$ cat src/rtl/io_bridge_fta64.sv
// io_bridge_fta64 -- single-outstanding bridge from one FTA64 master to four
// address-decoded device slots.
//
// Ports
//   clk                 rising-edge clock
//   rst                 asynchronous, active-high reset
//   req                 upstream master request (cyc, we, cti, cid, tid, padr, dat)
//   resp                registered response back to the master
//   busy                high whenever the bridge cannot take a new request
//   dev_cs              one-hot device select, pulses for one cycle per transaction
//   dev_req             registered copy of the accepted request, broadcast to all slots
//   dev_resp0..3        per-slot device responses
//
// A request is latched in IDLE and decoded against four base/mask windows
// (the lowest slot wins on overlap). The selected slot sees dev_cs for one
// cycle. Writes that do not use ERC are posted and get no response. Reads and
// ERC writes wait for a matching ack from the selected slot, up to TIMEOUT
// cycles. After that wait they report an error.

package fta_pkg;

  localparam logic [2:0] CTI_CLASSIC = 3'b000;
  localparam logic [2:0] CTI_FIXED   = 3'b001;
  localparam logic [2:0] CTI_INCR    = 3'b010;
  localparam logic [2:0] CTI_ERC     = 3'b011;

  typedef struct packed {
    logic        cyc;
    logic        we;
    logic [2:0]  cti;
    logic [3:0]  cid;
    logic [7:0]  tid;
    logic [31:0] padr;
    logic [63:0] dat;
  } fta_cmd_request64_t;

  typedef struct packed {
    logic [3:0]  cid;
    logic [7:0]  tid;
    logic [3:0]  pri;
    logic        ack;
    logic        err;
    logic        rty;
    logic [31:0] adr;
    logic [63:0] dat;
  } fta_cmd_response64_t;

endpackage

module io_bridge_fta64
  import fta_pkg::*;
#(
  parameter logic [31:0] DEV0_BASE = 32'hFEE00000,
  parameter logic [31:0] DEV1_BASE = 32'hFEE10000,
  parameter logic [31:0] DEV2_BASE = 32'hFEE20000,
  parameter logic [31:0] DEV3_BASE = 32'hFEE30000,
  parameter logic [31:0] DEV_MASK  = 32'hFFFF0000,
  parameter int          TIMEOUT   = 255
) (
  input  logic                clk,
  input  logic                rst,
  input  fta_cmd_request64_t  req,
  output fta_cmd_response64_t resp,
  output logic                busy,
  output logic [3:0]          dev_cs,
  output fta_cmd_request64_t  dev_req,
  input  fta_cmd_response64_t dev_resp0,
  input  fta_cmd_response64_t dev_resp1,
  input  fta_cmd_response64_t dev_resp2,
  input  fta_cmd_response64_t dev_resp3
);

  localparam int CW = (TIMEOUT < 2) ? 1 : $clog2(TIMEOUT + 1);

  typedef enum logic [1:0] {
    IDLE  = 2'd0,
    ISSUE = 2'd1,
    WAIT  = 2'd2,
    RESP  = 2'd3
  } state_t;

  state_t              state_q, state_d;
  fta_cmd_request64_t  dev_req_q, dev_req_d;
  fta_cmd_response64_t resp_q, resp_d;
  logic [3:0]          cs_q, cs_d;
  logic [1:0]          slot_q, slot_d;
  logic                hit_q, hit_d;
  logic [CW-1:0]       cnt_q, cnt_d;

  logic                dec_hit;
  logic [1:0]          dec_slot;
  fta_cmd_response64_t sel_resp;
  logic                ack_match;
  logic                rsp_expected;

  // Address decode of the incoming request. The if/else chain gives the
  // lowest-numbered slot priority when windows overlap.
  always_comb begin
    dec_hit  = 1'b0;
    dec_slot = 2'd0;
    if ((req.padr & DEV_MASK) == (DEV0_BASE & DEV_MASK)) begin
      dec_hit  = 1'b1;
      dec_slot = 2'd0;
    end else if ((req.padr & DEV_MASK) == (DEV1_BASE & DEV_MASK)) begin
      dec_hit  = 1'b1;
      dec_slot = 2'd1;
    end else if ((req.padr & DEV_MASK) == (DEV2_BASE & DEV_MASK)) begin
      dec_hit  = 1'b1;
      dec_slot = 2'd2;
    end else if ((req.padr & DEV_MASK) == (DEV3_BASE & DEV_MASK)) begin
      dec_hit  = 1'b1;
      dec_slot = 2'd3;
    end
  end

  // Only the selected slot's response is considered. Its ack counts only
  // when it carries the cid/tid of the outstanding request.
  always_comb begin
    sel_resp = dev_resp0;
    case (slot_q)
      2'd0: sel_resp = dev_resp0;
      2'd1: sel_resp = dev_resp1;
      2'd2: sel_resp = dev_resp2;
      default: sel_resp = dev_resp3;
    endcase
  end

  assign ack_match = sel_resp.ack && (sel_resp.cid == dev_req_q.cid) &&
                     (sel_resp.tid == dev_req_q.tid);

  // Plain writes are posted. Reads and ERC writes expect an answer.
  assign rsp_expected = !dev_req_q.we || (dev_req_q.cti == CTI_ERC);

  // Next-state and datapath control. resp_d defaults to zero, so a response
  // loaded on entry to RESP is presented for exactly one cycle.
  always_comb begin
    state_d   = state_q;
    dev_req_d = dev_req_q;
    cs_d      = 4'b0000;
    slot_d    = slot_q;
    hit_d     = hit_q;
    cnt_d     = cnt_q;
    resp_d    = '0;
    case (state_q)
      IDLE: begin
        if (req.cyc) begin
          dev_req_d = req;
          slot_d    = dec_slot;
          hit_d     = dec_hit;
          cs_d      = dec_hit ? (4'b0001 << dec_slot) : 4'b0000;
          state_d   = ISSUE;
        end
      end
      ISSUE: begin
        if (!rsp_expected) begin
          state_d = IDLE;
        end else if (hit_q) begin
          cnt_d   = '0;
          state_d = WAIT;
        end else begin
          resp_d.cid = dev_req_q.cid;
          resp_d.tid = dev_req_q.tid;
          resp_d.adr = dev_req_q.padr;
          resp_d.pri = 4'd7;
          resp_d.err = 1'b1;
          state_d    = RESP;
        end
      end
      WAIT: begin
        cnt_d      = cnt_q + CW'(1);
        resp_d.cid = dev_req_q.cid;
        resp_d.tid = dev_req_q.tid;
        resp_d.adr = dev_req_q.padr;
        resp_d.pri = 4'd7;
        // A matching ack takes precedence over a timeout in the same cycle.
        if (ack_match) begin
          resp_d.ack = 1'b1;
          resp_d.dat = sel_resp.dat;
          state_d    = RESP;
        end else if (cnt_q == CW'(TIMEOUT - 1)) begin
          resp_d.err = 1'b1;
          state_d    = RESP;
        end else begin
          resp_d = '0;
        end
      end
      RESP: begin
        state_d = IDLE;
      end
      default: begin
        state_d = IDLE;
      end
    endcase
  end

  // State and datapath registers, cleared asynchronously so a reset in the
  // middle of a transaction drops it without a response.
  always_ff @(posedge clk or posedge rst) begin
    if (rst) begin
      state_q   <= IDLE;
      dev_req_q <= '0;
      resp_q    <= '0;
      cs_q      <= 4'b0000;
      slot_q    <= 2'd0;
      hit_q     <= 1'b0;
      cnt_q     <= '0;
    end else begin
      state_q   <= state_d;
      dev_req_q <= dev_req_d;
      resp_q    <= resp_d;
      cs_q      <= cs_d;
      slot_q    <= slot_d;
      hit_q     <= hit_d;
      cnt_q     <= cnt_d;
    end
  end

  assign busy    = (state_q != IDLE);
  assign dev_cs  = cs_q;
  assign dev_req = dev_req_q;
  assign resp    = resp_q;

  // Device response fields the bridge does not act on.
  logic unused_resp_bits;
  assign unused_resp_bits = ^{dev_resp0.pri, dev_resp0.err, dev_resp0.rty, dev_resp0.adr,
                              dev_resp1.pri, dev_resp1.err, dev_resp1.rty, dev_resp1.adr,
                              dev_resp2.pri, dev_resp2.err, dev_resp2.rty, dev_resp2.adr,
                              dev_resp3.pri, dev_resp3.err, dev_resp3.rty, dev_resp3.adr};

endmodule

$ cat config.mk
export PLATFORM = sky130hd
export DESIGN_NAME = io_bridge_fta64
export DESIGN_NICKNAME = d
export VERILOG_FILES = /design/src/rtl/io_bridge_fta64.sv
export SDC_FILE = /design/constraint.sdc
export NUM_CORES = 1
export LEC_CHECK = 0
export ABC_AREA = 1
export BUFFER_PORTS_ARGS = -buffer_cell sky130_fd_sc_hd__buf_2
export CAP_MARGIN = 20
export CORE_AREA = 2 2 314 316
export CTS_CLUSTER_DIAMETER = 120
export CTS_CLUSTER_SIZE = 20
export DETAILED_ROUTE_END_ITERATION = 16
export DIE_AREA = 0 0 316 318
export PLACE_DENSITY = 0.42
export SYNTH_ARGS = -nofsm -noshare
export SYNTH_HDL_FRONTEND = slang
export SYNTH_SLANG_ARGS = --single-unit
$ cat constraint.sdc
create_clock -name clk -period 9.8 [get_ports clk]
set_clock_uncertainty 0.2 [all_clocks]
set_input_delay 0.98 -clock clk [delete_from_list [all_inputs] [get_ports clk]]
set_output_delay 0.98 -clock clk [all_outputs]
set_load 0.1 [all_outputs]
==> metrics.cfg <==
[cts]
numClockSinks=241
cts_resized=0
root_buffer=clkbuf_16
cts_tree=built
clk_latency_ns=0.56
cts_buffers=20
ctsHoldBuffers=0
post_cts_buffers=0
path_clk_slew_ns=0.08
clk_path_buf_depth=3
htreeDepth=1

[die]
boundaryPins=808
row_count=115
fp.dieW_um=316
dieArea_um2=100000
initial_core_util_pct=10.8
core-area_um2=97400
die_h_um=318

[global_routing]
grt_pass1_wl_mm=82.2
grt.total_usage_pct=11.6
grt_max_degree=137
antenna_found_initial=31
overflow=0
grt_pass1_vias=10800

[place]
gp_congestion=0.811
dp_cells=3010
placed_area_um2=15100
hpwl_mm=48.3
io_buffers=653
pre_cts_slack_ns=4.70

[routing]
drt_iter0_markers=587
wirelength_mm=60.4
wire_per_inst_um=19.8
ant_nets=0
firstDrtPassIters=5
avgViaCountPerCell=3.49
drc_errors=0
num_vias=10600

[worst_setup_path]
r2r_cells=13
start_kind=register
startpoint=slot_q[0]
ff2ff_setup_slack_ns=5.01
critPathArrivalTime_ns=5.06
r2r-end=resp[103]
end_kind=register
path_max_fanout=67
critPathKind=reg -> reg
crit_path_end=resp[103]
required_ns=10.07
worstReg2RegStart=slot_q[0]

[sta]
fin_crit_sh_pct=48.9
relSlewSlack_pct=32.2
finalCriticalPeriod_ns=4.79
fmax_mhz=209
tns_ns=0
hold_violations=0
rsz0062_at_grt=false
worst_pin_slew_ns=1.02
setup_ws_ns=5.01
slew_violations=0
hold_ws_ns=0.277
finalSetupViolCount=0

[run]
drv_cap=0

[final_layout]
drive_above_1_share_pct=42.6
post_layout_nonfiller_instances=3047
design_area_um2=15800
area_growth_pct=50.6
nets=2325
mostFrequentLayoutCell=buf_2
final_cell_mix=653 x buf_2, 322 x nand2_1, 241 x dfrtp_1

[logic_synthesis]
seq_area_frac_synth_pct=57.4
synth_area_um2=10500
ys.warnings.count=0
synth.distinct_cells=34
synth_seq_cells=241
syn_area_per_cell_um2=9.29
synthCells=1131

[power]
leakage_nw=8.45
powerDensity_nw_per_um2=343
peakVddDrop_mv=0.154

[min_path]
min_path_type=reg -> reg

[run_status]
status=finished, final reports clean

[power by group]
part | total [mW] | switching [mW] | internal (mW)
Clock | 0.919 | 0.472 | 0.446
Combinational | 3.10 | 2.68 | 0.420
Sequential | 1.42 | 0.150 | 1.27
[per-layer routing]
metal	up-vias	GRT usage, %	wire [µm]
li1	4972	-	-
met1	4997	14.2	25000
met2	530	18.5	26800
met3	96	4.62	6430
met4	30	3.88	2040
met5	-	0	190
[per-stage QoR]
stage	power, mW	util (%)
2_1_floorplan	3.89	-
3_3_place_gp	4.58	15.5
3_5_place_dp	4.58	15.5
4_1_cts	5.55	16.2
5_1_grt	5.72	16.2
6_report	5.43	16.3
[worst min-delay path by stage]
| stage | start | to | depth (start not counted) |
|---|---|---|---|
| 6_report | dev_req[32] | dev_req[32] | 2 |
| 5_1_grt | dev_req[112] | dev_req[112] | 1 |
| 4_1_cts | dev_req[4] | dev_req[4] | 2 |
| 3_5_place_dp | dev_req[112] | dev_req[112] | 1 |
| 3_3_place_gp | dev_req[112] | dev_req[112] | 1 |
| 2_1_floorplan | cnt_q[7] | cnt_q[7] | 2 |
[state kept, by name (all words and copies together), names as in the netlist, named ones only]
register and flops:
state_q 1, hit_q 1, dev_cs 4, cnt_q 8, resp 111, slot_q 2
dev_req 113
[kinds of logic (layout without fill, tap and decap cells)]
family	after synthesis	count (layout)	synth area share [%]
AO/OA/AOI/OAI	199	199	14.1
XOR/XNOR	1	1	0.0833
adder cells (fa/ha/maj)	5	5	0.595
buffers and inverters	155	777	6.57
flip-flops	241	241	57.4
other	1	8	0.0357
AND/OR/NAND/NOR	529	529	21.2
[cells in the mapped netlist, drive strengths merged]
master | number | area [µm²]
inv | 83 | 312
ha | 5 | 62.6
o22ai | 2 | 12.5
o21ai | 59 | 295
nand3 | 42 | 215
a221oi | 64 | 561
nor3 | 7 | 35.0
nor4 | 2 | 12.5
a22o | 64 | 561
or2 | 10 | 62.6
nor3b | 1 | 7.51
nand2 | 325 | 1230
nand3b | 1 | 7.51
dfrtp | 241 | 6030
conb | 1 | 3.75
clkbuf | 49 | 184
nor2 | 133 | 607
a21oi | 7 | 35.0
buf | 23 | 195
nand4 | 8 | 50.1
o21a | 1 | 7.51
a211oi | 1 | 7.51
o211ai | 1 | 7.51
xor2 | 1 | 8.76
[cell type report]
cell class	instances	area, µm²
diodes	6	15.0
multi-input cells	736	3820
clock buffers	23	543
flip-flops and latches	241	6030
inverters	83	322
fillers	11100	81600
well taps	1287	1610
repair buffers	663	3360
clock inverters	8	136
[worst max-delay path, cell delays in order (launching register included)]
cell and delay (ns):
dfrtp_1 0.86, nand2_2 0.38, inv_2 0.21, buf_4 0.60, nand2_1 0.16, nand4_1 0.15, nand2_1 0.05, nand2_1 0.15
nand3_1 0.11, nor2_2 0.25, nand3_4 0.33, nand2_1 0.23, nand2_4 0.48, nor2_1 0.26
(Power assumes the default switching activity.)
